`src/rtl/axi4_master_pkg.sv`:
```
// Shared types and helpers for the single-burst AXI4 initiator.
// Holds the FSM state encoding, AXI response/burst codes and the 4KB boundary test.
package axi4_master_pkg;

  typedef enum logic [2:0] {
    IDLE,
    W_ADDR,
    W_DATA,
    W_RESP,
    R_ADDR,
    R_DATA,
    REJECT
  } state_e;

  localparam logic [1:0] RESP_OKAY   = 2'b00;
  localparam logic [1:0] RESP_SLVERR = 2'b10;
  localparam logic [1:0] BURST_INCR  = 2'b01;

  // A burst may end exactly on the 4KB boundary but not run past it.
  function automatic logic crosses_4k(input logic [11:0] addr_lo,
                                      input logic [15:0] len,
                                      input logic [15:0] bytes);
    logic [31:0] end_b;
    end_b = 32'(addr_lo) + (32'(len) + 32'd1) * 32'(bytes);
    return end_b > 32'd4096;
  endfunction

  function automatic logic [1:0] worst_resp(input logic [1:0] a, input logic [1:0] b);
    return (a > b) ? a : b;
  endfunction

endpackage

```
`src/rtl/axi4_beat_cnt.sv`:
```
// Beat counter shared by the W and R paths: cleared on command accept, bumped per data handshake.
// last_o flags the beat whose index equals the programmed AxLEN.
module axi4_beat_cnt #(
  parameter int LEN_W = 8
) (
  input  logic             clk_i,
  input  logic             rst_i,
  input  logic             clr_i,
  input  logic             inc_i,
  input  logic [LEN_W-1:0] len_i,
  output logic [LEN_W-1:0] cnt_o,
  output logic             last_o
);

  logic [LEN_W-1:0] cnt_q;

  always_ff @(posedge clk_i or posedge rst_i) begin
    if (rst_i) begin
      cnt_q <= '0;
    end else if (clr_i) begin
      cnt_q <= '0;
    end else if (inc_i) begin
      cnt_q <= cnt_q + LEN_W'(1);
    end
  end

  assign cnt_o  = cnt_q;
  assign last_o = (cnt_q == len_i);

endmodule

```
`src/rtl/axi4_burst_master.sv`:
```
// AXI4 initiator running one INCR burst at a time from a simple command port.
// Bus-facing valids/readies decode straight from the state register so reset drops them at once.
module axi4_burst_master
  import axi4_master_pkg::*;
#(
  parameter int ADDR_W = 32,
  parameter int DATA_W = 32,
  parameter int LEN_W  = 8
) (
  input  logic                aclk_i,
  input  logic                areset_i,
  input  logic                cmd_valid_i,
  output logic                cmd_ready_o,
  input  logic                cmd_write_i,
  input  logic [ADDR_W-1:0]   cmd_addr_i,
  input  logic [LEN_W-1:0]    cmd_len_i,
  input  logic [DATA_W-1:0]   wr_data_i,
  input  logic                wr_valid_i,
  output logic                wr_ready_o,
  output logic [DATA_W-1:0]   rd_data_o,
  output logic                rd_valid_o,
  output logic                rd_last_o,
  input  logic                rd_ready_i,
  output logic                done_o,
  output logic [1:0]          done_resp_o,
  output logic                done_err_o,
  output logic [ADDR_W-1:0]   awaddr_o,
  output logic [LEN_W-1:0]    awlen_o,
  output logic [2:0]          awsize_o,
  output logic [1:0]          awburst_o,
  output logic                awvalid_o,
  input  logic                awready_i,
  output logic [DATA_W-1:0]   wdata_o,
  output logic [DATA_W/8-1:0] wstrb_o,
  output logic                wlast_o,
  output logic                wvalid_o,
  input  logic                wready_i,
  input  logic [1:0]          bresp_i,
  input  logic                bvalid_i,
  output logic                bready_o,
  output logic [ADDR_W-1:0]   araddr_o,
  output logic [LEN_W-1:0]    arlen_o,
  output logic [2:0]          arsize_o,
  output logic [1:0]          arburst_o,
  output logic                arvalid_o,
  input  logic                arready_i,
  input  logic [DATA_W-1:0]   rdata_i,
  input  logic [1:0]          rresp_i,
  input  logic                rlast_i,
  input  logic                rvalid_i,
  output logic                rready_o
);

  localparam int         BYTES = DATA_W / 8;
  localparam logic [2:0] SIZE  = 3'($clog2(BYTES));

  state_e             state_q, state_d;
  logic [ADDR_W-1:0]  addr_q, addr_d;
  logic [LEN_W-1:0]   len_q, len_d;
  logic               done_q, done_d;
  logic [1:0]         resp_q, resp_d;
  logic               err_q, err_d;
  logic               cnt_clr, cnt_inc, cnt_last;
  logic [LEN_W-1:0]   cnt_val;
  logic [ADDR_W-1:0]  addr_aligned;

  assign addr_aligned = cmd_addr_i & ~ADDR_W'(BYTES - 1);
  assign cmd_ready_o  = (state_q == IDLE) && !areset_i;

  axi4_beat_cnt #(.LEN_W(LEN_W)) u_beat_cnt (
    .clk_i  (aclk_i),
    .rst_i  (areset_i),
    .clr_i  (cnt_clr),
    .inc_i  (cnt_inc),
    .len_i  (len_q),
    .cnt_o  (cnt_val),
    .last_o (cnt_last)
  );

  always_ff @(posedge aclk_i or posedge areset_i) begin
    if (areset_i) begin
      state_q <= IDLE;
      addr_q  <= '0;
      len_q   <= '0;
      done_q  <= 1'b0;
      resp_q  <= RESP_OKAY;
      err_q   <= 1'b0;
    end else begin
      state_q <= state_d;
      addr_q  <= addr_d;
      len_q   <= len_d;
      done_q  <= done_d;
      resp_q  <= resp_d;
      err_q   <= err_d;
    end
  end

  always_comb begin
    state_d    = state_q;
    addr_d     = addr_q;
    len_d      = len_q;
    done_d     = 1'b0;
    resp_d     = resp_q;
    err_d      = err_q;
    cnt_clr    = 1'b0;
    cnt_inc    = 1'b0;
    awvalid_o  = 1'b0;
    wvalid_o   = 1'b0;
    wr_ready_o = 1'b0;
    bready_o   = 1'b0;
    arvalid_o  = 1'b0;
    rready_o   = 1'b0;
    rd_valid_o = 1'b0;
    unique case (state_q)
      IDLE: begin
        if (cmd_valid_i && cmd_ready_o) begin
          addr_d  = addr_aligned;
          len_d   = cmd_len_i;
          resp_d  = RESP_OKAY;
          err_d   = 1'b0;
          cnt_clr = 1'b1;
          if (crosses_4k(addr_aligned[11:0], 16'(cmd_len_i), 16'(BYTES))) begin
            state_d = REJECT;
          end else begin
            state_d = cmd_write_i ? W_ADDR : R_ADDR;
          end
        end
      end
      W_ADDR: begin
        awvalid_o = 1'b1;
        if (awready_i) state_d = W_DATA;
      end
      W_DATA: begin
        wvalid_o   = wr_valid_i;
        wr_ready_o = wready_i;
        if (wr_valid_i && wready_i) begin
          cnt_inc = 1'b1;
          if (cnt_last) state_d = W_RESP;
        end
      end
      W_RESP: begin
        bready_o = 1'b1;
        if (bvalid_i) begin
          done_d  = 1'b1;
          resp_d  = bresp_i;
          state_d = IDLE;
        end
      end
      R_ADDR: begin
        arvalid_o = 1'b1;
        if (arready_i) state_d = R_DATA;
      end
      R_DATA: begin
        rd_valid_o = rvalid_i;
        rready_o   = rd_ready_i;
        if (rvalid_i && rd_ready_i) begin
          cnt_inc = 1'b1;
          resp_d  = worst_resp(resp_q, rresp_i);
          // RLAST alone closes the burst; a count disagreement is only reported.
          if (rlast_i) begin
            done_d  = 1'b1;
            err_d   = !cnt_last;
            state_d = IDLE;
          end
        end
      end
      REJECT: begin
        done_d  = 1'b1;
        resp_d  = RESP_SLVERR;
        state_d = IDLE;
      end
      default: state_d = IDLE;
    endcase
  end

  assign awaddr_o    = addr_q;
  assign awlen_o     = len_q;
  assign awsize_o    = SIZE;
  assign awburst_o   = BURST_INCR;
  assign araddr_o    = addr_q;
  assign arlen_o     = len_q;
  assign arsize_o    = SIZE;
  assign arburst_o   = BURST_INCR;
  assign wdata_o     = wr_data_i;
  assign wstrb_o     = '1;
  assign wlast_o     = (state_q == W_DATA) && cnt_last;
  assign rd_data_o   = rdata_i;
  assign rd_last_o   = (state_q == R_DATA) && rlast_i;
  assign done_o      = done_q;
  assign done_resp_o = resp_q;
  assign done_err_o  = err_q;

endmodule

```
`config.mk`:
```
export PLATFORM = sky130hd
export DESIGN_NAME = axi4_burst_master
export DESIGN_NICKNAME = d
export VERILOG_FILES = /design/src/rtl/axi4_master_pkg.sv /design/src/rtl/axi4_beat_cnt.sv /design/src/rtl/axi4_burst_master.sv
export SDC_FILE = /design/constraint.sdc
export NUM_CORES = 1
export LEC_CHECK = 0
export CAP_MARGIN = 0
export CELL_PAD_IN_SITES_DETAIL_PLACEMENT = 1
export CELL_PAD_IN_SITES_GLOBAL_PLACEMENT = 2
export CORE_UTILIZATION = 16
export CTS_CLUSTER_SIZE = 20
export DETAILED_ROUTE_END_ITERATION = 7
export GPL_ROUTABILITY_DRIVEN = 0
export PLACE_DENSITY = 0.74
export REMOVE_ABC_BUFFERS = 1
export SLEW_MARGIN = 40
export SYNTH_ARGS = -nofsm -noshare
export SYNTH_HDL_FRONTEND = slang
export SYNTH_SLANG_ARGS = --single-unit
```
`constraint.sdc`:
```
create_clock -name aclk_i -period 1.8 [get_ports aclk_i]
set_input_delay 0.54 -clock aclk_i [delete_from_list [all_inputs] [get_ports aclk_i]]
set_output_delay 0.54 -clock aclk_i [all_outputs]
set_load 0.005 [all_outputs]
```
== Yosys cells after proc, flatten, opt, wreduce, memory -nomap -nowiden ==
Cells that the tools add are included.

* Register bits: 53
* Latch bits: 0
* Memory bits (writable): 0
* Memory bits (read-only): 0
* Output and inout bits: 172
* Word-level logic and storage cells: 82
* Memories: 0

* Add/subtract/negate cells: 3
* $mul: 0
* Divide/modulo/power cells: 0
* Order comparisons: 2
* Equal/unequal tests: 16
* Shift-type cells: 0
* Muxes and demuxes: 38
* Bitwise gates (word level): 0
* Reduce and logical (&&, ||, !) cells: 16

{| class="wikitable"
|+ Operator list
! kind !! number
|-
| $mux W3 || 10
|-
| $pmux W3 S6 || 1
|-
| $mux W1 || 17
|-
| $mux W8 || 2
|-
| $ne A2 B2 Y1 const B || 8
|-
| $add A12 B11 Y13 || 1
|-
| $gt A13 B13 Y1 const B || 1
|-
| $add A8 B1 Y9 const B || 1
|-
| $eq A3 B3 Y1 const B || 3
|-
| $add A8 B1 Y8 const B || 1
|-
| $eq A8 B8 Y1 || 1
|-
| $mux W2 || 4
|-
| $pmux W2 S4 || 1
|-
| $reduce_and A8 Y1 || 1
|-
| $eq A3 B2 Y1 const B || 2
|-
| $logic_and A1 B1 Y1 || 6
|-
| $reduce_and A5 Y1 || 1
|-
| $pmux W1 S2 || 2
|-
| $reduce_and A4 Y1 || 1
|-
| $reduce_bool A2 Y1 || 2
|-
| $reduce_bool A4 Y1 || 1
|-
| $eq A3 B1 Y1 const B || 1
|-
| $logic_not A3 Y1 || 1
|-
| $pmux W1 S3 || 1
|-
| other kinds (4) || 5
|}

== Depth between registers and ports, before layout ==
Gate-level depths: netlist (run 1).

* Word-level depth: 6
* Gate-level depth with buffers: 11
* Gate-level depth less buffers: 11

== Cells and area by module ==
A second synthesis (run 1) with hierarchy kept.

* Cells, all modules: 406
* Area, all modules: 4,058.9 µm²

{| class="wikitable"
|+ By module, submodules not included
! module !! instances !! cells each !! area an instance (µm²) !! sequential area each (µm²)
|-
| axi4_burst_master || 1 || 356 || 3,580.9 || 1,126.1
|-
| axi4_beat_cnt || 1 || 50 || 478.0 || 200.2
|}

== Worst setup path after synthesis (run 1) ==
OpenSTA, ideal clock, no wires.

* Kind: input to register
* Start point: in cmd_len_i[0]
* End point: reg state_q[0]
* Data arrival time: 2.565 ns
* Data required time: 1.680 ns
* Path slack: -0.885 ns
* Stages: 11
* Buffers on the path: 0
* Cells stage by stage: and3_1 > nand3_1 > or2_2 > xnor2_1 > ha_1 > nand4_1 > a21oi_1 > a211oi_1 > mux2i_1 > o41ai_2 > a41o_1

* Word-level cells in the longest chain between the ends: 6

{| class="wikitable"
|+ RTL lines
! element !! RTL line !! source
|-
| start: declaration || axi4_burst_master.sv:16 || <nowiki>input logic [LEN_W-1:0] cmd_len_i,</nowiki>
|-
| $add A8 B1 Y9 || axi4_master_pkg.sv:24 || <nowiki>end_b = 32'(addr_lo) + (32'(len) + 32'd1) * 32'(bytes);</nowiki>
|-
| $add A12 B11 Y13 || axi4_master_pkg.sv:24 ||
|-
| $gt A13 B13 Y1 || axi4_master_pkg.sv:25 || <nowiki>return end_b > 32'd4096;</nowiki>
|-
| $mux W3 || axi4_burst_master.sv:122 || <nowiki>if (crosses_4k(addr_aligned[11:0], 16'(cmd_len_i), 16'(BYTES))) begin</nowiki>
|-
| $mux W3 || axi4_burst_master.sv:116 || <nowiki>if (cmd_valid_i && cmd_ready_o) begin</nowiki>
|-
| $pmux W3 S6 || axi4_burst_master.sv:114 || <nowiki>unique case (state_q)</nowiki>
|-
| end signal: assignment || axi4_burst_master.sv:89 || <nowiki>state_q <= state_d;</nowiki>
|-
| end: declaration || axi4_burst_master.sv:57 || <nowiki>state_e state_q, state_d;</nowiki>
|}

No other way between the ends. The select of a mux whose other input is x is not followed.
A chain may end at the register's enable or synchronous reset.

== Final worst setup path (run 1) ==
Same ends and word-level chain as after synthesis.

==> results.toml, run 1 <==
[layout]
fin_area_sq_um = 6367
fin_util_pct = 25.36
fillers = 2934
syn2layout_area_growth_pct = 56.15
multiInputGateArea_sq_um = 2197
antenna_cells = 0
drive_gt1_share_pct = 29.05
seq_area_sq_um = 1328
nets = 765

[sta]
finalClockSkew_ps = 7.787
finalCriticalPeriod_ps = 2527
rsz0062_at_grt = "yes"
fin_ws_ps = -727.2
period_share_pct = 140.4
setup_viol = 19
maxSlewViolCount = 0
timing.fmax_mhz = 395.7
hold_viol = 0

[floorplanning]
die_x_microns = 161.6
core-area_sq_um = 25110
floorplan.initialDensity_pct = 16.24
ioPinCount = 292
die_height_microns = 161.6
dieArea_sq_um = 26130
placementRows = 58

[global_route]
grt_max_degree = 40
antenna_found_initial = 0
grt_pass1_vias = 3905
grt-ovfl-total = 0
grt_use_total_pct = 13.68
grt_first_pass_wirelength_mm = 25.56

[worst_setup_path]
crit_path_end_kind = "flip-flop"
cp-start-kind = "primary input"
crit_required_ps = 2050
path_class = "in2reg"
rr_startpoint = "state_q[0]"
cp.arrival_ps = 2780
path_cells = "buf_8, ha_4, buf_4, xor2_4, ha_4, and3_4, buf_4, o41ai_2, nand4_1, o41ai_2, a41o_1"
cp_slowest_cell = "o41ai_2"
startpoint = "cmd_len_i[0]"
max_stage_delay_ps = 390
crit_fanout = 6

[run]
max_cap_violations = 0

[synth]
ys_ff_latch = 53
synth_edf_count = 0
ys_seq_area_share_pct = 32.53
syn-cell-area_sq_um = 4078
ys.flop_type = "dfrtp_1"
ys_types = 58
synthCells = 495
syn_avg_cell_area_sq_um = 8.238
synth-async-reset-ratio_pct = 100.0
ys_warn_count = 0

[power_and_ir_drop]
ir_drop_mv = 0.3908
total_power_mw = 7.480
leakage_nw = 3.010
pwr_density_cell_nw_per_um2 = 1175

[placed_design]
dpl.hpwl_mm = 14.59
postPlaceCellArea_sq_um = 5670
io_buffers = 143

[worst_hold_path]
hp-class = "in2async"

[cts]
numCtsBuffers = 5
htreeDepth = 2
cts_root_buffer = "clkbuf_16"
insertion_delay_ps = 310
tritoncts = "built"
cts_hold_buf = 0
clock_sinks = 53
clk_pin_slew_ps = 80
clk_path_buf_depth = 2

[routing]
ant_nets = 0
viasPerCell = 3.991
vias = 3831
routed_wl_mm = 18.39
drc = 0
dr.pass1.iters = 4
routedWlPerCell_microns = 19.16
drt_iter0_markers = 184

[run_status]
violations = "setup timing"
status = "finished, violations left"
-- Yosys cell counts, drive strengths merged, types with 2 or more instances --
| cell type | n | area [sq um] |
|---|---|---|
| clkbuf | 5 | 18.77 |
| conb | 2 | 7.510 |
| inv | 10 | 37.54 |
| nand2b | 2 | 12.51 |
| o41ai | 2 | 25.03 |
| dfrtp | 53 | 1326 |
| nand3 | 7 | 35.03 |
| nor3 | 3 | 15.01 |
| nand2 | 132 | 495.5 |
| a22o | 3 | 26.28 |
| nor4 | 5 | 37.53 |
| xnor2 | 7 | 61.31 |
| a211oi | 3 | 32.53 |
| a21o | 2 | 16.27 |
| mux2 | 2 | 22.52 |
| xor2 | 15 | 131.4 |
| nor2 | 18 | 67.56 |
| and3 | 5 | 31.28 |
| nor3b | 2 | 15.01 |
| o21ai | 12 | 60.06 |
| and2 | 7 | 43.79 |
| mux2i | 4 | 40.04 |
| a221o | 2 | 20.02 |
| nand4 | 5 | 31.28 |
| buf | 130 | 957.2 |
| o21bai | 2 | 15.01 |
| o211ai | 6 | 45.04 |
| ha | 15 | 187.7 |
| o21a | 2 | 16.27 |
| nor2b | 4 | 25.02 |
| a21oi | 11 | 58.81 |
-- cell usage in the layout, fill, tap and decap left out, drive strengths merged, types with 8 or more instances in the layout --
cell,synthesis,routed
clkdlybuf4s50,0,98
dlygate4sd2,0,23
buf,130,112
ha,15,15
a21oi,11,11
dlymetal6s2s,0,8
nor2,18,18
o21ai,12,12
dfrtp,53,53
conb,2,18
xor2,15,15
nand2,132,132
inv,10,12
-- worst paths after layout --
kind	endpoint	slack, ps	depth (start not counted)
max	state_q[0]	-730	11
min	state_q[0]	480	3
max reg2reg	u_beat_cnt.cnt_o[7]	-120	7
min reg2reg	araddr_o[28]	510	2
max in group asynchronous	araddr_o[25]	810	4
min in group aclk_i	araddr_o[28]	510	2
-- layer usage --
layer	GRT usage, %	part of all wire (%)	wire length (microns)	up-vias
li1	-	-	-	1750
met1	15.09	38	7070	1848
met2	20.06	44	8135	212
met3	10.37	15	2732	15
met4	2.873	1.3	233	6
met5	7.008	1.2	219	-
-- where the power goes --
group          total [mW]  internal (mW)  switching, mW  leakage [nW]
Clock                1.04          0.528          0.513        0.0708
Combinational        4.35           2.66           1.70          2.26
Sequential           2.09           1.66          0.423         0.676
-- area by class of cell --
type                            count  area share [%]
Clock inverter                      3          0.3930
Multi-Input combinational cell    313           34.51
Sequential cell                    53           20.85
Inverter                           10          0.5895
Timing Repair Buffer              246           35.21
Clock buffer                        5           1.965
Tap cell                          330           6.485
-- per-stage QoR --
| step | hold slack, ps | setup TNS [ps] | setup slack, ps | instances |
|---|---|---|---|---|
| floorplan | 512.0 | -16560 | -885.0 | 376 |
| global route | 491.2 | -8199 | -806.6 | 960 |
| global placement | 487.4 | -22650 | -1649 | 932 |
| finish | 475.5 | -5841 | -727.2 | 960 |
| detailed placement | 503.7 | -23550 | -1720 | 932 |
| CTS | 473.5 | -6178 | -686.2 | 952 |
-- state kept, by name (all words and copies together) (netlist names) --
name and count:
araddr_o 30, arlen_o 8, done_err_o 1, done_o 1, done_resp_o 2, state_q 3
u_beat_cnt.cnt_o 8
-- logic make-up (layout without fill, tap and decap cells) --
logic type / Yosys count / count (layout) / synth area share, %
mux: 6 / 6 / 1.534
flops: 53 / 53 / 32.53
simple gates: 196 / 196 / 21.14
buf+inv: 145 / 264 / 24.85
other cells: 2 / 18 / 0.1842
compound gates: 55 / 55 / 9.942
xor+xnor: 22 / 22 / 4.726
fa+ha+maj: 16 / 16 / 5.094
-- critical path: cells and delay by family --
| family | cells | cell delay [ps] |
|---|---|---|
| adders and majority gates | 2 | 430 |
| buffers and inverters | 3 | 390 |
| AOI/OAI and AO/OA | 3 | 930 |
| and+or+nand+nor | 2 | 330 |
| xor gates and xnor gates | 1 | 160 |
-- timing repair --
| item | in CTS | in global routing |
|---|---|---|
| gates cloned | 0 | 0 |
| setup endpoints to repair | 40 | 56 |
| buffers inserted | 13 | 8 |
| gates resized for setup | 133 | 33 |
| pin swaps | 28 | 10 |
Power figures use the tool's default switching activity.
==> inputs of run 2 (changes only) <==
--- a/config.mk
+++ b/config.mk
@@ -9,6 +9,7 @@
 export CELL_PAD_IN_SITES_DETAIL_PLACEMENT = 1
 export CELL_PAD_IN_SITES_GLOBAL_PLACEMENT = 2
 export CORE_UTILIZATION = 16
+export CTS_BUF_LIST = sky130_fd_sc_hd__clkbuf_16
 export CTS_CLUSTER_SIZE = 20
 export DETAILED_ROUTE_END_ITERATION = 7
 export GPL_ROUTABILITY_DRIVEN = 0
==> results of run 2 <==
Same layout as run 1: the final DEF is identical, and so are final timing and power.
